`config.mk`:
```
export PLATFORM = sky130hd
export DESIGN_NAME = pc_fetch_sequencer
export DESIGN_NICKNAME = d
export VERILOG_FILES = /design/src/rtl/pc_fetch_sequencer.sv
export SDC_FILE = /design/constraint.sdc
export NUM_CORES = 1
export LEC_CHECK = 0
export CAP_MARGIN = 10
export CORE_MARGIN = 4
export CORE_UTILIZATION = 43
export CTS_CLUSTER_SIZE = 14
export DETAILED_ROUTE_END_ITERATION = 6
export PLACE_DENSITY_LB_ADDON = 0.08
export SYNTH_ARGS = -nofsm -noshare
export SYNTH_HDL_FRONTEND = slang
export SYNTH_SLANG_ARGS = --single-unit
export TNS_END_PERCENT = 1
```
`constraint.sdc`:
```
create_clock -name clk -period 2 [get_ports clk]
set_input_delay 0.2 -clock clk [delete_from_list [all_inputs] [get_ports clk]]
set_output_delay 0.2 -clock clk [all_outputs]
set_load 0.05 [all_outputs]
```
`src/rtl/pc_fetch_sequencer.sv`:
```
// pc_fetch_sequencer: owns the architectural PC and walks each instruction
// through fetch, decode hand-off, jump-stage strobe, resolve and commit.
// The PC is a word address, so sequential flow advances it by one.
module pc_fetch_sequencer #(
  parameter int              PC_W      = 32,
  parameter logic [PC_W-1:0] RESET_PC  = '0,
  parameter logic [31:0]     MAX_COUNT = 32'hFFFF_FFFF
) (
  input  logic            clk,
  input  logic            rst_n,
  input  logic            run,
  input  logic            halt_req,
  output logic            imem_req,
  output logic [PC_W-1:0] imem_addr,
  input  logic            imem_ack,
  input  logic [31:0]     imem_rdata,
  output logic            dec_valid,
  output logic [31:0]     dec_instr,
  input  logic            dec_ready,
  input  logic [3:0]      dec_path_index,
  output logic            jmp_en,
  output logic            jmp_jump,
  output logic [PC_W-1:0] jmp_pc,
  output logic [25:0]     jmp_addr,
  output logic [3:0]      jmp_path_index,
  input  logic [PC_W-1:0] jmp_pc_out,
  input  logic            jmp_done,
  output logic [PC_W-1:0] pc,
  output logic            halted,
  output logic [31:0]     retired
);

  typedef enum logic [2:0] {
    S_IDLE,
    S_FETCH,
    S_DECODE,
    S_STROBE,
    S_RESOLVE,
    S_COMMIT,
    S_HALT
  } state_t;

  state_t          state;
  state_t          state_n;
  logic            is_jump_path;
  logic [PC_W-1:0] pc_plus_one;

  // The jump stage indexes memory and sees the PC directly, so these are plain
  // views of registered state and stay stable from STROBE through COMMIT.
  assign imem_addr    = pc;
  assign jmp_pc       = pc;
  assign jmp_addr     = dec_instr[25:0];
  assign pc_plus_one  = pc + {{(PC_W-1){1'b0}}, 1'b1};
  assign is_jump_path = (dec_path_index == 4'd5) || (dec_path_index == 4'd6) ||
                        (dec_path_index == 4'd8);

  // Next-state logic: one step per clock; halt is only honoured at the
  // instruction boundaries (IDLE and COMMIT) so no fetch is ever abandoned.
  always_comb begin
    state_n = state;
    case (state)
      S_IDLE: begin
        if (halt_req)  state_n = S_HALT;
        else if (run)  state_n = S_FETCH;
      end
      S_FETCH: begin
        if (imem_ack)  state_n = S_DECODE;
      end
      S_DECODE: begin
        if (dec_ready) state_n = S_STROBE;
      end
      S_STROBE: begin
        state_n = S_RESOLVE;
      end
      S_RESOLVE: begin
        if (jmp_done)  state_n = S_COMMIT;
      end
      S_COMMIT: begin
        if (halt_req)  state_n = S_HALT;
        else if (!run) state_n = S_IDLE;
        else           state_n = S_FETCH;
      end
      S_HALT: begin
        state_n = S_HALT;
      end
      default: begin
        state_n = S_IDLE;
      end
    endcase
  end

  // State register plus handshake outputs, registered off the next state so
  // they line up exactly with the state they belong to.
  always_ff @(posedge clk or negedge rst_n) begin
    if (!rst_n) begin
      state     <= S_IDLE;
      imem_req  <= 1'b0;
      dec_valid <= 1'b0;
      jmp_en    <= 1'b0;
      halted    <= 1'b0;
    end else begin
      state     <= state_n;
      imem_req  <= (state_n == S_FETCH);
      dec_valid <= (state_n == S_DECODE);
      jmp_en    <= (state_n == S_STROBE);
      halted    <= (state_n == S_HALT);
    end
  end

  // Datapath: capture the instruction and its decode, then commit the PC and
  // bump the saturating retire counter once per completed instruction.
  always_ff @(posedge clk or negedge rst_n) begin
    if (!rst_n) begin
      pc             <= RESET_PC;
      dec_instr      <= 32'd0;
      jmp_path_index <= 4'd0;
      jmp_jump       <= 1'b0;
      retired        <= 32'd0;
    end else begin
      if ((state == S_FETCH) && imem_ack) begin
        dec_instr <= imem_rdata;
      end
      if ((state == S_DECODE) && dec_ready) begin
        jmp_path_index <= dec_path_index;
        jmp_jump       <= is_jump_path;
      end
      if (state == S_COMMIT) begin
        pc <= jmp_jump ? jmp_pc_out : pc_plus_one;
        if (retired != MAX_COUNT) begin
          retired <= retired + 32'd1;
        end
      end
    end
  end

endmodule

```
==> impl_summary.log <==
INFO  metric layout_setup_ws = 0.05439 ns
INFO  metric io_pins = 270
INFO  metric clk-insertion-delay-late = 0.35 ns
INFO  metric post_synthesis_async_set_or_reset_flop_share = 1.000
INFO  metric grt_antenna_before_repair = 1
INFO  metric routedWlPerCell = 17.72 um
INFO  metric routed_wl = 17710 um
INFO  metric share_of_yosys_cell_area_claimed_by_the_top_area_cell_type = 0.4433
INFO  metric synth-xor-area-share = 0.04023
INFO  metric clock-skew-final = 0.008747 ns
INFO  metric drt_drc_violations_left = 0
INFO  metric slew_viol_final = 0
INFO  metric worst_vdd_drop = about 0.97 mV
INFO  metric crit_buf_inv = 1
INFO  metric synth-warning-count = 0
INFO  metric synth.largest_area_cell = sky130_fd_sc_hd__dfrtp_1
INFO  metric critical_path_capture_point_type = primary output
INFO  metric areaGrowthSynthToFinish = 45.53%
INFO  metric initial_utilization = 0.4392
INFO  metric synth_ff_type = sky130_fd_sc_hd__dfrtp_1
INFO  metric cts_sinks = ~110
INFO  metric finalHoldViolCount = 0
INFO  metric total_switching_power = 9.663 mW
INFO  metric htree_levels = 3
INFO  metric place_inst = 979
INFO  metric layoutNonFillerInstCount = 999
INFO  metric power_frac_clock = 0.099
INFO  metric clock_path_buffers = 2
INFO  metric post_synth_inst_count = approximately 610
INFO  metric global_route.overflow_total = 0
INFO  metric area_of_the_die = roughly 16000 um^2
INFO  metric tritoncts = built
INFO  metric row_count = 43
INFO  metric grt_setup_unrepaired = true
INFO  metric synth-seq-cells = between 100 and 150
INFO  metric max_slew_margin = 0.6296
INFO  metric dp_hpwl = 13550 um
INFO  metric post_synth_mux_area_share = 0.08005
INFO  metric timing.final.setup_violations = 0
INFO  metric clkSlewWorstSetupHoldPaths = around 0.08 ns
INFO  metric grt_first_pass_wirelength = 28390 um
INFO  metric detailroute.via_count = 5420
INFO  metric drv.max_cap_violation_count = 0
INFO  metric power_switching_share = 0.5534
INFO  metric layout_worst_path_cycle_share = 0.9728
INFO  metric outcome = complete, no violations
INFO  metric drt_iter0_drc = 343
INFO  metric seqPwrFrac = 0.225
INFO  metric timing.final.crit_period = 1.946 ns
INFO  metric timing.critical_path.cells = clkdlybuf4s50_1
INFO  metric internal_power = around 8 mW
INFO  metric fillers = 1134
INFO  metric kind_of_start_point_of_the_critical_path = flip-flop
INFO  metric simple_logic_cell_fraction_of_the_synthesized_area = 0.1845
INFO  metric pre_repair_dr_iteration_count = 5
INFO  metric critical_path.max_fanout = 9
INFO  metric crit_path_max_delay_cell_type = sky130_fd_sc_hd__clkdlybuf4s50_1
INFO  metric mappedNetlistArea = 6096 um^2
INFO  metric antenna_cells_inserted = 0
INFO  metric grt_start_max_net_pins = just over 50
INFO  metric synth_edf_count = 0
INFO  metric max_freq = roughly 500 MHz
INFO  metric drtAntennaViolNets = 0
INFO  metric p_per_area = around 2000 nW/um^2
INFO  metric final_nets = around 900
INFO  metric dp_worst_setup_slack = between 0.1 and 0.15 ns
INFO  metric syn_nets = 690
INFO  metric ys_top_cells_by_area = sky130_fd_sc_hd__dfrtp_1 44%, sky130_fd_sc_hd__buf_4 11%, sky130_fd_sc_hd__mux2_2 6.8%
INFO  metric cts_root_buffer = sky130_fd_sc_hd__clkbuf_16
INFO  metric worstPathRequired = approximately 1.8 ns
INFO  metric globalplace.congestion = 0.8987
INFO  metric synthAdderAreaFrac = 0.004105
INFO  metric fp.coreArea = 13880 um^2
INFO  metric io_buffers = roughly 270
INFO  metric syn-mean-instance-area = roughly 9.9 um^2
INFO  metric fraction_of_layout_instances_using_a_drive_strength_above_1 = 0.1563
INFO  metric path_class = reg2out
INFO  metric critical_path_s_top_delay_family = buffers and inverters
INFO  metric ys_types = 66
INFO  metric cts-buffers-inserted = 9
INFO  metric arrival = 1.75 ns
INFO  metric synth_compound_gate_area_share = 0.1084
INFO  metric ys_seq_area_frac = 0.4433
INFO  metric power.total = 17.46 mW
INFO  metric die_w = roughly 130 um
INFO  metric gr-usage-all-layers = 0.2175
INFO  metric die_height = 127.1 um
INFO  metric power.static_leakage = ~3.6 nW
INFO  metric pwr-share-comb = 0.676
INFO  metric route.detailed.vias_per_inst = ~5.4
INFO  metric synth_top_family_by_area = simple AND/OR/NAND/NOR gates
INFO  metric max_slew.worst_pin.slew = 0.5539 ns
INFO  metric max_stage_delay = ~0.87 ns
INFO  metric hold_class = in2async
INFO  metric number_of_global_route_vias_before_repair = 5388
[cell families (layout without fill, tap and decap cells)]
family | after synthesis | count (layout)
buffers and inverters | 130 | 336
adder cells (fa/ha/maj) | 2 | 2
XOR/XNOR | 28 | 28
AO/OA/AOI/OAI | 104 | 104
flip-flops | 108 | 108
multiplexers | 44 | 44
AND/OR/NAND/NOR | 197 | 197
[sequential cells by signal, summed over array words and instances, names as in the netlist]
signal / cells
retired: 32
halted: 1
state: 3
imem_addr: 32
jmp_jump: 1
imem_req: 1
jmp_en: 1
dec_instr: 32
dec_valid: 1
jmp_path_index: 4
[cell usage in the layout (no fill, tap or decap), types with 12 or more instances in the layout]
master,instances
sky130_fd_sc_hd__nand4_1,17
sky130_fd_sc_hd__o21ai_0,22
sky130_fd_sc_hd__dfrtp_1,96
sky130_fd_sc_hd__xor2_1,12
sky130_fd_sc_hd__nand3_1,34
sky130_fd_sc_hd__buf_4,39
sky130_fd_sc_hd__nand2_1,29
sky130_fd_sc_hd__and3_1,20
sky130_fd_sc_hd__nor2_1,28
sky130_fd_sc_hd__a21oi_1,29
sky130_fd_sc_hd__nor3_1,21
sky130_fd_sc_hd__clkdlybuf4s50_1,265
sky130_fd_sc_hd__mux2_2,37
sky130_fd_sc_hd__dfrtp_2,12
sky130_fd_sc_hd__xnor2_1,16
[power groups by stage]
| stage | Sequential (mW) | Combinational [mW] | Clock [mW] |
|---|---|---|---|
| 6_report | 3.93 | 11.8 | 1.73 |
| 5_1_grt | 4.09 | 12.3 | 1.87 |
| 4_1_cts | 3.92 | 11.8 | 1.78 |
| 3_5_place_dp | 3.96 | 11.8 | 0 |
| 3_3_place_gp | 3.87 | 11.8 | 0 |
| 2_1_floorplan | 6.40 | 6.28 | 0 |
[layer usage]
layer | GRT usage | vias up | wire (um)
met2 | 0.3761 | 216 | 9174
met3 | 0.03470 | 32 | 1005
met1 | 0.2757 | 2648 | 7088
met4 | 0.07950 | 2 | 424
li1 | - | 2522 | -
met5 | 0 | - | 13
[path summary, 6_finish.rpt]
kind / start / end / slack (ns) / depth (start not counted)
max in group asynchronous: rst_n / dec_instr[3]$_DFFE_PN0P_ / 0.96 / 3
worst min-delay path: rst_n / dec_instr[23]$_DFFE_PN0P_ / 0.30 / 2
worst min register to register: retired[15]$_DFFE_PN0P_ / retired[15]$_DFFE_PN0P_ / 0.49 / 1
worst max register to register: imem_addr[0]$_DFFE_PN0N_ / imem_addr[24]$_DFFE_PN0N_ / 0.15 / 6
min in group clk: imem_rdata[22] / dec_instr[22]$_DFFE_PN0P_ / 0.45 / 2
worst max-delay path: imem_addr[25]$_DFFE_PN0N_ / pc[25] / 0.05 / 1
[worst register-to-register path: cells and delay by family, from the launching register on]
kind          cells  cell delay, ns
flops             1            0.44
simple gates      5            1.08
fa+ha+maj         1            0.25
[repair_timing]
item | 4_1_cts | 5_1_grt
endpoints found under the hold margin | 28 | 0
gates resized for setup | 0 | 8
setup endpoints to repair | 0 | 12
hold buffers | 1 | 0
setup buffers | 0 | 3
[cell usage after synthesis, drive strengths merged, types with 6 or more instances]
library cell and count:
dfrtp 108, buf 101, mux2 38, nand3 37, nand2 31, nor2 30, a21oi 29, o21ai 24
nor3 23, and3 21, nand4 19, clkbuf 17, xnor2 16, xor2 12, inv 11, o22ai 9
a31oi 8, and4 8, nor4 8, a2bb2oi 6, mux2i 6
[metrics by stage]
stage	cell area [um^2]	TNS, ns	util	hold slack, ns
3_3_place_gp	8521	0	0.6138	0.1594
2_1_floorplan	6111	-0.09406	-	-0.09559
4_1_cts	8816	0	0.6351	0.3246
6_report	8871	0	0.6391	0.3010
3_5_place_dp	8521	0	0.6138	0.1633
5_1_grt	8871	-0.04496	0.6391	0.3582
[layout make-up]
type	count	area [um^2]	area share
Multi-Input combinational cell	375	2582	0.2911
Clock buffer	10	239.0	0.02694
Sequential cell	108	2718	0.3063
Tap cell	180	225.2	0.02539
Timing Repair Buffer	308	3015	0.3399
Clock inverter	6	46.29	0.005219
Inverter	12	45.04	0.005078
Note: power is estimated with default switching activity, not from simulation.
